===== src/rtl/fetch_unit_pkg.sv =====
// Shared constants, FSM encoding and buffer entry type for the instruction fetch stage.
package fetch_unit_pkg;

    localparam int XLEN       = 32;
    localparam int INST_BYTES = 4;

    localparam logic [XLEN-1:0] DEFAULT_RESET_PC = 32'h0000_0000;

    typedef enum logic [1:0] {
        FS_BOOT = 2'd0,
        FS_RUN  = 2'd1,
        FS_WAIT = 2'd2
    } fetch_state_e;

    typedef struct packed {
        logic [XLEN-1:0] pc;
        logic [XLEN-1:0] inst;
    } fetch_entry_t;

    function automatic logic [XLEN-1:0] word_align(input logic [XLEN-1:0] addr);
        return {addr[XLEN-1:2], 2'b00};
    endfunction

endpackage


===== src/rtl/fetch_unit_if.sv =====
// Fetch-stage bundle: instruction memory request/response, execute redirect and decode handshake.
interface fetch_unit_if;
    import fetch_unit_pkg::*;

    logic [XLEN-1:0] fetch_addr;
    logic            fetch_req;
    logic [XLEN-1:0] request_data;
    logic            fetch_data_valid;
    logic            redirect_valid;
    logic [XLEN-1:0] redirect_pc;
    logic            dec_valid;
    logic            dec_ready;
    logic [XLEN-1:0] dec_inst;
    logic [XLEN-1:0] dec_pc;

    modport master (
        output fetch_addr, fetch_req, dec_valid, dec_inst, dec_pc,
        input  request_data, fetch_data_valid, redirect_valid, redirect_pc, dec_ready
    );

    modport slave (
        input  fetch_addr, fetch_req, dec_valid, dec_inst, dec_pc,
        output request_data, fetch_data_valid, redirect_valid, redirect_pc, dec_ready
    );

endinterface


===== src/rtl/fetch_unit_fifo.sv =====
// In-order instruction buffer: DEPTH entries of {pc, inst} with push, pop and flush.
module fetch_fifo
    import fetch_unit_pkg::*;
#(
    parameter  int DEPTH = 2,
    localparam int PTR_W = $clog2(DEPTH),
    localparam int CNT_W = $clog2(DEPTH) + 1
) (
    input  logic             clk,
    input  logic             rst,
    input  logic             push,
    input  logic             pop,
    input  logic             flush,
    input  fetch_entry_t     din,
    output fetch_entry_t     head,
    output logic [CNT_W-1:0] count
);

    logic [PTR_W-1:0] head_q, head_d;
    logic [PTR_W-1:0] tail_q, tail_d;
    logic [CNT_W-1:0] count_q, count_d;
    fetch_entry_t     mem_q [DEPTH];
    fetch_entry_t     mem_d [DEPTH];

    function automatic logic [PTR_W-1:0] next_ptr(input logic [PTR_W-1:0] p);
        return (p == PTR_W'(DEPTH - 1)) ? '0 : p + PTR_W'(1);
    endfunction

    // Flush wins over any push/pop presented in the same cycle.
    always_comb begin
        head_d  = head_q;
        tail_d  = tail_q;
        count_d = count_q;
        mem_d   = mem_q;
        if (flush) begin
            head_d  = '0;
            tail_d  = '0;
            count_d = '0;
        end else begin
            if (push) begin
                mem_d[tail_q] = din;
                tail_d        = next_ptr(tail_q);
            end
            if (pop) begin
                head_d = next_ptr(head_q);
            end
            case ({push, pop})
                2'b10:   count_d = count_q + CNT_W'(1);
                2'b01:   count_d = count_q - CNT_W'(1);
                default: count_d = count_q;
            endcase
        end
    end

    always_ff @(posedge clk) begin
        if (rst) begin
            head_q  <= '0;
            tail_q  <= '0;
            count_q <= '0;
        end else begin
            head_q  <= head_d;
            tail_q  <= tail_d;
            count_q <= count_d;
        end
    end

    always_ff @(posedge clk) begin
        mem_q <= mem_d;
    end

    assign head  = mem_q[head_q];
    assign count = count_q;

endmodule


===== src/rtl/fetch_unit.sv =====
// Instruction fetch stage: PC, fetch FSM, memory request and decode-side buffer handshake.
module fetch_unit
    import fetch_unit_pkg::*;
#(
    parameter logic [XLEN-1:0] RESET_PC = DEFAULT_RESET_PC,
    parameter int              DEPTH    = 2
) (
    input logic          clk,
    input logic          rst,
    fetch_unit_if.master bus
);

    localparam int CNT_W = $clog2(DEPTH) + 1;

    fetch_state_e     state_q, state_d;
    logic [XLEN-1:0]  pc_q, pc_d;
    logic             push;
    logic             pop;
    logic             buf_room;
    logic [CNT_W-1:0] count;
    fetch_entry_t     head_entry;
    fetch_entry_t     push_entry;

    // A pop in the same cycle frees a slot, so a full buffer can still accept a fetch.
    assign bus.dec_valid  = (count != '0) && !bus.redirect_valid;
    assign pop            = bus.dec_valid && bus.dec_ready;
    assign buf_room       = (count < CNT_W'(DEPTH)) || pop;
    assign bus.fetch_req  = ((state_q == FS_RUN) || (state_q == FS_WAIT))
                            && !bus.redirect_valid && buf_room;
    assign push           = bus.fetch_req && bus.fetch_data_valid;
    assign bus.fetch_addr = word_align(pc_q);
    assign bus.dec_inst   = head_entry.inst;
    assign bus.dec_pc     = head_entry.pc;
    assign push_entry     = '{pc: word_align(pc_q), inst: bus.request_data};

    always_comb begin
        state_d = state_q;
        pc_d    = pc_q;
        unique case (state_q)
            FS_BOOT: state_d = FS_RUN;
            FS_RUN:  if (bus.fetch_req && !bus.fetch_data_valid) state_d = FS_WAIT;
            FS_WAIT: if (push) state_d = FS_RUN;
            default: state_d = FS_BOOT;
        endcase
        if (push) begin
            pc_d = pc_q + XLEN'(INST_BYTES);
        end
        if (bus.redirect_valid) begin
            pc_d = word_align(bus.redirect_pc);
            if (state_q != FS_BOOT) state_d = FS_RUN;
        end
    end

    always_ff @(posedge clk) begin
        if (rst) begin
            state_q <= FS_BOOT;
            pc_q    <= RESET_PC;
        end else begin
            state_q <= state_d;
            pc_q    <= pc_d;
        end
    end

    fetch_fifo #(.DEPTH(DEPTH)) u_fifo (
        .clk   (clk),
        .rst   (rst),
        .push  (push),
        .pop   (pop),
        .flush (bus.redirect_valid),
        .din   (push_entry),
        .head  (head_entry),
        .count (count)
    );

endmodule


===== src/flat_wrapper.sv =====
// flat-port wrapper written by rule: the top's interface ports become plain ports
module fetch_unit_flat import fetch_unit_pkg::*;
#(
    parameter logic [XLEN-1:0] RESET_PC = DEFAULT_RESET_PC,
    parameter int              DEPTH    = 2
)
  (clk, rst, bus_fetch_addr, bus_fetch_req, bus_dec_valid, bus_dec_inst, bus_dec_pc, bus_request_data, bus_fetch_data_valid, bus_redirect_valid, bus_redirect_pc, bus_dec_ready);
  fetch_unit_if bus_i ();
  input logic clk;
  input logic rst;
  output wire logic [$bits(bus_i.fetch_addr)-1:0] bus_fetch_addr;
  output wire logic [$bits(bus_i.fetch_req)-1:0] bus_fetch_req;
  output wire logic [$bits(bus_i.dec_valid)-1:0] bus_dec_valid;
  output wire logic [$bits(bus_i.dec_inst)-1:0] bus_dec_inst;
  output wire logic [$bits(bus_i.dec_pc)-1:0] bus_dec_pc;
  input wire logic [$bits(bus_i.request_data)-1:0] bus_request_data;
  input wire logic [$bits(bus_i.fetch_data_valid)-1:0] bus_fetch_data_valid;
  input wire logic [$bits(bus_i.redirect_valid)-1:0] bus_redirect_valid;
  input wire logic [$bits(bus_i.redirect_pc)-1:0] bus_redirect_pc;
  input wire logic [$bits(bus_i.dec_ready)-1:0] bus_dec_ready;
  assign bus_fetch_addr = bus_i.fetch_addr;
  assign bus_fetch_req = bus_i.fetch_req;
  assign bus_dec_valid = bus_i.dec_valid;
  assign bus_dec_inst = bus_i.dec_inst;
  assign bus_dec_pc = bus_i.dec_pc;
  assign bus_i.request_data = bus_request_data;
  assign bus_i.fetch_data_valid = bus_fetch_data_valid;
  assign bus_i.redirect_valid = bus_redirect_valid;
  assign bus_i.redirect_pc = bus_redirect_pc;
  assign bus_i.dec_ready = bus_dec_ready;
  fetch_unit #(.RESET_PC(RESET_PC), .DEPTH(DEPTH)) u_core (.clk(clk), .rst(rst), .bus(bus_i));
endmodule

===== config.mk =====
export PLATFORM = sky130hd
export DESIGN_NAME = fetch_unit_flat
export DESIGN_NICKNAME = d
export VERILOG_FILES = /design/src/rtl/fetch_unit_pkg.sv /design/src/rtl/fetch_unit_if.sv /design/src/rtl/fetch_unit_fifo.sv /design/src/rtl/fetch_unit.sv /design/src/flat_wrapper.sv
export SDC_FILE = /design/constraint.sdc
export NUM_CORES = 1
export LEC_CHECK = 0
export ABC_AREA = 1
export BUFFER_PORTS_ARGS = -buffer_cell sky130_fd_sc_hd__buf_2
export CELL_PAD_IN_SITES_DETAIL_PLACEMENT = 0
export CELL_PAD_IN_SITES_GLOBAL_PLACEMENT = 1
export CORE_AREA = 2 2 153 125
export DETAILED_ROUTE_END_ITERATION = 16
export DIE_AREA = 0 0 155 127
export GPL_TIMING_DRIVEN = 0
export PLACE_DENSITY = 0.85
export SLEW_MARGIN = 10
export SYNTH_ARGS = -nofsm -noshare
export SYNTH_HDL_FRONTEND = slang
export SYNTH_SLANG_ARGS = --single-unit

===== constraint.sdc =====
create_clock -name clk -period 4.8 [get_ports clk]
set_clock_uncertainty 0.1 [all_clocks]
set_input_delay 0.48 -clock clk [delete_from_list [all_inputs] [get_ports clk]]
set_output_delay 0.48 -clock clk [all_outputs]
set_load 0.01 [all_outputs]

==> results of run 1 <==
[placed cells by master (no fill, tap or decap), types with 2 or more instances in the layout]
cell type | Yosys | routed
nand2_1 | 360 | 360
buf_2 | 0 | 158
edfxtp_1 | 124 | 124
inv_1 | 63 | 63
nor2_1 | 55 | 53
dfxtp_1 | 36 | 36
a21oi_1 | 23 | 23
nand3_1 | 23 | 23
clkbuf_1 | 19 | 19
o21ai_1 | 17 | 17
clkbuf_16 | 0 | 17
xor2_1 | 8 | 8
o21ai_0 | 7 | 7
a31oi_1 | 6 | 6
ha_1 | 6 | 6
buf_6 | 5 | 5
o211ai_1 | 4 | 4
buf_4 | 4 | 4
conb_1 | 1 | 4
inv_8 | 0 | 4
buf_16 | 0 | 4
nand2_4 | 3 | 3
nor2_2 | 3 | 3
nor3_1 | 3 | 3
clkinv_4 | 0 | 3
inv_6 | 1 | 2
inv_2 | 2 | 2
nor2_4 | 0 | 2
clkinv_1 | 1 | 2
xnor2_1 | 2 | 2
o21ai_2 | 2 | 2
clkinv_2 | 0 | 2
clkinvlp_4 | 0 | 2
[cell type report]
| type | instances | area [µm²] | area share |
|---|---|---|---|
| flip-flops and latches | 160 | 4444 | 0.4953 |
| multi-input cells | 532 | 2323 | 0.2589 |
| clock inverters | 15 | 155.1 | 0.01729 |
| well taps | 230 | 287.8 | 0.03207 |
| repair buffers | 163 | 920.9 | 0.1026 |
| clock buffers | 17 | 425.4 | 0.04741 |
| inverters | 67 | 256.5 | 0.02858 |
| diodes | 1 | 2.502 | 0.0002789 |
| plain buffers | 28 | 157.7 | 0.01757 |
[flip-flops by register name (all words and copies together), names as in the netlist]
register / cells
u_core.state_q: 2
u_core.u_fifo.tail_q: 1
u_core.u_fifo.head_q: 1
u_core.pc_q: 30
u_core.u_fifo.mem_q: 124
u_core.u_fifo.count: 2
[per-stage QoR]
step           area (µm²)  hold WS [ns]
6_report             8974        0.1363
3_5_place_dp         8391        0.3971
5_1_grt              8974        0.1159
2_1_floorplan        7167        0.3702
3_3_place_gp         8245        0.3859
4_1_cts              8971        0.1199
[routing by layer]
| metal | part of all wire | global-route usage | vias to the layer above |
|---|---|---|---|
| met1 | 0.47 | 0.2473 | 2557 |
| met3 | 0.056 | 0.04206 | 18 |
| met5 | 0 | 0 | - |
| met4 | 0.015 | 0.06318 | 0 |
| li1 | - | - | 2887 |
| met2 | 0.46 | 0.2933 | 173 |
[power by group through the flow]
stage / clock network (W) / registers [W] / logic, W
floorplan: 0 / 0.00161 / 0.000132
global placement: 0 / 0.00162 / 0.000236
detailed placement: 0 / 0.00161 / 0.000248
CTS: 0.00134 / 0.00158 / 0.000249
global route: 0.00139 / 0.00159 / 0.000274
finish: 0.00131 / 0.00158 / 0.000246
[worst reg2reg max path, delay by kind of cell (launching register included)]
family	cells	cell delay [ns]
AOI/OAI and AO/OA	1	0.17
and+or+nand+nor	3	0.79
adders and majority gates	1	0.32
DFF	1	0.40
buffers and inverters	3	0.57
[worst max-delay path by stage]
stage	from	to	slack [ns]	depth (start not counted)
after global routing	u_core.u_fifo.head_q	bus_dec_pc[11]	1.73	6
after global placement	u_core.state_q[0]	u_core.u_fifo.mem_q[4]	-1.26	6
after CTS	u_core.u_fifo.head_q	bus_dec_inst[1]	1.86	6
final	u_core.u_fifo.head_q	bus_dec_pc[16]	1.90	6
after detailed placement	u_core.state_q[0]	u_core.u_fifo.mem_q[68]	2.10	8
after floorplan	u_core.state_q[0]	u_core.u_fifo.mem_q[0]	0.45	6
[cells by family after synthesis]
family	Yosys count	share of synthesized area
and+or+nand+nor	450	0.2478
adders and majority gates	6	0.01049
DFF	160	0.6211
AOI/OAI and AO/OA	62	0.05001
buffers and inverters	95	0.05788
xor gates and xnor gates	10	0.01224
other	1	0.0005241
==> results.toml, run 1 <==
[final_layout]
fin_cells = 1213
fin_nets = 1044
drive_gt1_frac = 0.2240
final.fill_count = 1721
area.growth.synth_to_final_pct = 25.41
final_core_util = 0.4985

[yosys]
synth-seq-cells = 160
avgSynthCellArea_um2 = 9.127
ys.flop_type = "edfxtp_1"
netlist_area_um2 = 7156
yosysSeqAreaShare = 0.6211
yosys.area.top_type = "edfxtp_1"
ys_types = 31
synth_edf_count = 124
synth_common_cells = "360 x nand2_1, 124 x edfxtp_1, 63 x inv_1, 55 x nor2_1, 36 x dfxtp_1"
ys_async_sr_fraction = 0
post-synth-top-area-fraction = 0.5204
ys_top_cells_by_area = "edfxtp_1 52%, nand2_1 19%, dfxtp_1 10%"
synth-warning-count = 0
synth.most_common_cell = "nand2_1"
synth_cells = 784

[hold_path]
hp-start = "bus_request_data[3]"
worstHoldPathType = "in -> reg"
hold_end = "u_core.u_fifo.mem_q[3]"
hold_path_depth = 1

[timing]
fin_crit_ns = 2.904
slew_viol_final = 0
fmaxAchievable_mhz = 344.4
rsz0062_at_grt = "false"
worst_slack_ns = 1.896
finalCritPeriodShare = 0.6049
setup_viol = 0
worst_pin_slew_ns = 0.8081
relSlewSlack = 0.4613
tns_ns = 0
hold_violations = 0

[routing]
drt-total-wl_mm = 18.01
first_pass_iters = 5
drc = 0
vias = 5635
drtAntennaViolNets = 0
drtIter0Drc = 331
vias_per_cell = 4.646
wl_per_cell_um = 14.85

[critical_path]
cp_max_fo = 10
worstSetupEndpointType = "output pin"
critPathLaunchType = "register"
crit_chain = "clkbuf_1 -> inv_2 -> clkbuf_1 -> nand2_1 -> nand2_1 -> buf_2"
cp_slowest_cell = "clkbuf_1"
critical_path_class = "reg -> out"
cp_data_arrival_time_ns = 2.32
r2r_end = "u_core.u_fifo.mem_q[75]"
critPathMaxStageDelay_ns = 0.61
rr_worst_depth = 8
rr_startpoint = "u_core.state_q[0]"
crit_buf_inv = 4
critPathTopFamily = "buffers and inverters"
cp.required_ns = 4.22
rrSetupSlack_ns = 2.14

[clocking]
cts_tree = "yes"
h-tree-depth = 4
cts_sinks = 160
postCtsSetupBuffers = 0
clkTransAtPathRegs_ns = 0.07
clk_path_buf_depth = 2
cts_hold_repair.buffers = 0
cts_resized = 0
clock-root-buffer = "clkbuf_16"
cts_buffers = 17
clock_latency_ns = 0.43

[die]
start_util = 0.3975
die_area_um2 = 19690
die_h_um = 127
io_pins = 167
fp-row-count = 44
die_x_um = 155
fp.coreArea_um2 = 18000

[power_and_ir_drop]
leakage_nw = 3.773
pwr_density_cell_nw_per_um2 = 350.1
ir_drop_mv = 0.2089
clockPowerShare = 0.418
p_sw_w = 0.0007723
power.total_w = 0.003142
power_frac_comb = 0.078
internal_power_w = 0.002369
seq_power_share = 0.503
swShare = 0.2458

[place]
dp.cells = 1180
pre_cts_ws_ns = 2.102
gp_congestion = 0.8739
hpwl_mm = 13.16
port_buffers = 158

[global_routing]
grt_pass1_wl_mm = 27.52
gr-total-overflow = 0
grt_max_degree = 24
grt_usage = 0.1833
grt_pass1_vias = 5184
antenna_found_initial = 1

[flow_run]
cap_viol_max_count = 0

[status]
outcome = "completed"
Power figures use the tool's default switching activity.
==> run 2, diff against run 1 <==
clock period = 2.7 ns   (was 4.8 ns; I/O delays follow)
==> results.toml, run 2 (same netlist as run 1, synthesis figures left out) <==
[clocking]
h-tree-depth = 4
cts_resized = 0
clkTransAtPathRegs_ns = 0.07
clock_latency_ns = 0.44
cts_sinks = 160
cts_tree = "yes"
clk_path_buf_depth = 2
cts_buffers = 17
postCtsSetupBuffers = 0
clock-root-buffer = "clkbuf_16"

[place]
port_buffers = 158
place_area_um2 = 8341
gp_congestion = 0.8735
hpwl_mm = 13.18
dp.cells = 1179

[routing]
vias = 5696
vias_per_cell = 4.575
drc = 0
drtIter0Drc = 391
wl_per_cell_um = 14.98
drtAntennaViolNets = 0
drt-total-wl_mm = 18.66
first_pass_iters = 5

[final_layout]
postLayoutCellArea_um2 = 9285
final.fill_count = 1748
final_core_util = 0.5158
fin_nets = 1077
top_register = "u_core.u_fifo.mem_q"
final_common_cell = "nand2_1"
n_antenna_cell = 0
largest_register_ffs = 124
drive_gt1_frac = 0.2158
area.growth.synth_to_final_pct = 29.76
fin_cells = 1245
mostFrequentLayoutCells = "360 x nand2_1, 158 x buf_2, 124 x edfxtp_1"
reg.largest.list = "u_core.u_fifo.mem_q (124), u_core.pc_q (30)"

[timing]
finalCritPeriodShare = 0.9306
fmaxAchievable_mhz = 398.0
slew_viol_final = 0
setup_viol = 0
relSlewSlack = 0.6130
fin_crit_ns = 2.513
hold_violations = 0
rsz0062_at_grt = "false"
worst_pin_slew_ns = 0.5797

[critical_path]
cp_max_fo = 28
cp.required_ns = 2.72
cp_data_arrival_time_ns = 2.54
worstSetupEndpointType = "register"
critical_path_class = "reg -> reg"
critPathLaunchType = "register"

[power_and_ir_drop]
leakage_nw = 3.895
pwr_density_cell_nw_per_um2 = 614.8
p_sw_w = 0.001448
ir_drop_mv = 0.3491
swShare = 0.2537
seq_power_share = 0.492
power_frac_comb = 0.083
clockPowerShare = 0.424
power.total_w = 0.005708
internal_power_w = 0.004260

[global_routing]
gr-total-overflow = 0
grt_pass1_wl_mm = 29.28
grt_pass1_vias = 5446
grt_usage = 0.1947
grt_max_degree = 29
antenna_found_initial = 0

[die]
fp.coreArea_um2 = 18000
die_area_um2 = 19690
start_util = 0.3975
die_x_um = 155
die_h_um = 127
fp-row-count = 44
io_pins = 167

[status]
outcome = "completed"

[flow_run]
cap_viol_max_count = 0

[hold_path]
worstHoldPathType = "in -> reg"
## run 2: layer usage
metal,up-vias,GRT usage,part of all wire
li1,2954,-,-
met1,2565,0.2598,0.47
met2,165,0.3192,0.46
met3,12,0.04783,0.052
met4,0,0.05283,0.0089
met5,-,0,0
## run 2: final timing paths
path	to	cells past startpoint	from	slack, ns
max	u_core.u_fifo.mem_q[51]	8	u_core.state_q[0]	0.19
min	u_core.pc_q[9]	3	bus_redirect_pc[9]	0.02
max reg2reg	u_core.u_fifo.mem_q[51]	8	u_core.state_q[0]	0.19
min reg2reg	u_core.u_fifo.count[0]	2	u_core.u_fifo.count[0]	0.40
## run 2: layout make-up
class / count / area, µm² / share of cell area
plain buffers: 27 / 153.9 / 0.01657
well taps: 230 / 287.8 / 0.03099
flip-flops and latches: 160 / 4444 / 0.4786
clock inverters: 15 / 172.7 / 0.01860
multi-input cells: 532 / 2323 / 0.2502
repair buffers: 197 / 1221 / 0.1315
inverters: 67 / 256.5 / 0.02762
clock buffers: 17 / 425.4 / 0.04582
## run 2: per-stage QoR
step                      setup slack (ns)  setup TNS, ns  hold WS (ns)
after global routing               0.02886              0       0.01786
after CTS                           0.1549              0     0.0002383
final                               0.1874              0       0.01569
after detailed placement            0.1718              0        0.3613
after floorplan                    0.09298              0        0.2689
after global placement             -0.5529         -67.83        0.3569
## run 2: power by group through the flow
stage / combinational (W) / clock [W] / sequential, W
final: 0.000475 / 0.00242 / 0.00281
after global routing: 0.000531 / 0.00259 / 0.00282
after CTS: 0.000481 / 0.00248 / 0.00281
after detailed placement: 0.000438 / 0 / 0.00287
after global placement: 0.000422 / 0 / 0.00287
after floorplan: 0.000236 / 0 / 0.00285
## run 2: worst max-delay path, cell delays in order (launching register included)
cell	delay [ns]
dfxtp_1	0.41
inv_1	0.08
ha_1	0.32
nand2_4	0.08
a21oi_4	0.17
nand2_4	0.15
nor2_4	0.39
buf_12	0.25
buf_12	0.22
## run 2: what timing repair did
item | in CTS | in global routing
setup endpoints to repair | 57 | 0
hold buffers | 35 | 0
hold endpoints to repair | 67 | 0
==> run 3, diff against run 2 <==
clock period = 2.82 ns   (was 2.7 ns; I/O delays follow)
==> results.toml, run 3 (same netlist as run 1, synthesis figures left out) <==
[timing]
hold_slack_ns = 0.02408
tns_ns = 0
setup_viol = 0
relSlewSlack = 0.5932
fmaxAchievable_mhz = 398.0
slew_viol_final = 0
fin_crit_ns = 2.513
worst_pin_slew_ns = 0.6094
rsz0062_at_grt = "false"
hold_violations = 0
finalCritPeriodShare = 0.8910

[critical_path]
rrSetupSlack_ns = 0.31
cp_max_fo = 28
startpoint = "u_core.state_q[0]"
endpoint = "u_core.u_fifo.mem_q[6]"
critical_path_class = "reg -> reg"
rr_startpoint = "u_core.state_q[0]"
worstSetupEndpointType = "register"
critPathLaunchType = "register"
rr_worst_depth = 8
r2r_end = "u_core.u_fifo.mem_q[6]"
cp.required_ns = 2.85
cp_data_arrival_time_ns = 2.54

[place]
hpwl_mm = 13.18
gp_congestion = 0.8735
port_buffers = 158

[hold_path]
worstHoldPathType = "in -> reg"

[routing]
first_pass_iters = 6
drc = 0
drtAntennaViolNets = 0
vias = 5717
drtIter0Drc = 425
drt-total-wl_mm = 18.63
wl_per_cell_um = 14.99
vias_per_cell = 4.599

[final_layout]
top_register = "u_core.u_fifo.mem_q"
fin_nets = 1075
final_common_cell = "nand2_1"
final.fill_count = 1746
largest_register_ffs = 124
mostFrequentLayoutCells = "360 x nand2_1, 158 x buf_2, 124 x edfxtp_1"
drive_gt1_frac = 0.2162
n_antenna_cell = 0
reg.largest.list = "u_core.u_fifo.mem_q (124), u_core.pc_q (30)"
area.growth.synth_to_final_pct = 29.48

[power_and_ir_drop]
power_frac_comb = 0.083
leakage_nw = 3.887
pwr_density_cell_nw_per_um2 = 589.3
ir_drop_mv = 0.3333
swShare = 0.2533
p_sw_w = 0.001383
internal_power_w = 0.004077
seq_power_share = 0.493
clockPowerShare = 0.424
power.total_w = 0.005460

[die]
fp-row-count = 44
fp.coreArea_um2 = 18000
start_util = 0.3975
die_x_um = 155
die_area_um2 = 19690
io_pins = 167
die_h_um = 127

[status]
outcome = "completed"

[clocking]
clock-root-buffer = "clkbuf_16"
cts_resized = 0
h-tree-depth = 4
clock_latency_ns = 0.44
cts_sinks = 160
clkTransAtPathRegs_ns = 0.07
clk_path_buf_depth = 2
cts_buffers = 17
cts_tree = "yes"

[global_routing]
grt_pass1_wl_mm = 29.26
antenna_found_initial = 0
gr-total-overflow = 0
grt_max_degree = 29
grt_pass1_vias = 5416
grt_usage = 0.1947

[flow_run]
cap_viol_max_count = 0
## run 3: cell types whose count changed in the layout (fill, tap and decap cells not counted), sizes merged
cell         before  now
dlygate4sd3      35   33
## run 3: routing by layer
layer,wire (µm),part of all wire,GRT usage
met3,961,0.052,0.04749
met2,8657,0.46,0.3182
met1,8845,0.47,0.2611
met4,166,0.0089,0.05229
met5,0,0,0
## run 3: layout make-up
type / instances / area [µm²] / area share
Sequential cell: 160 / 4444 / 0.4797
Multi-Input combinational cell: 532 / 2323 / 0.2508
Timing Repair Buffer: 195 / 1201 / 0.1296
Clock buffer: 17 / 425.4 / 0.04591
Tap cell: 230 / 287.8 / 0.03106
Inverter: 67 / 256.5 / 0.02768
Clock inverter: 15 / 172.7 / 0.01864
Buffer: 27 / 153.9 / 0.01661
## run 3: power groups by stage
stage / logic (W) / clock network [W] / registers [W]
floorplan: 0.000226 / 0 / 0.00273
CTS: 0.000458 / 0.00237 / 0.00269
finish: 0.000452 / 0.00232 / 0.00269
detailed placement: 0.000420 / 0 / 0.00274
global placement: 0.000404 / 0 / 0.00274
global route: 0.000506 / 0.00248 / 0.00270
## run 3: critical path, cell delays in order (launching register included)
cell and delay, ns:
dfxtp_1 0.41, inv_1 0.08, ha_1 0.32, nand2_4 0.08, a21oi_4 0.17, nand2_4 0.15, nor2_4 0.39, buf_12 0.25
buf_12 0.22
## run 3: per-stage QoR
stage	area [µm²]	worst slack (ns)	utilization	std cells
after global placement	8260	-0.4329	0.4589	1175
final	9265	0.3074	0.5147	1243
after detailed placement	8341	0.2918	0.4633	1179
after floorplan	7182	0.2130	-	787
after CTS	9269	0.05588	0.5149	1244
after global routing	9265	0.1490	0.5147	1243
## run 3: repair_timing
action,CTS,global route
setup buffers,0,0
setup endpoints to repair,0,29
hold buffers,33,0
hold endpoints to repair,65,0
## run 3: how the worst min path moves through the flow
stage | start | end | slack [ns] | depth (start not counted)
final | bus_redirect_pc[14] | u_core.pc_q[14] | 0.02 | 3
after global routing | bus_redirect_pc[14] | u_core.pc_q[14] | 0.01 | 3
after CTS | bus_redirect_pc[14] | u_core.pc_q[14] | 0.003 | 3
after detailed placement | bus_request_data[19] | u_core.u_fifo.mem_q[83] | 0.37 | 1
after global placement | bus_request_data[27] | u_core.u_fifo.mem_q[91] | 0.37 | 1
after floorplan | bus_request_data[0] | u_core.u_fifo.mem_q[0] | 0.28 | 0
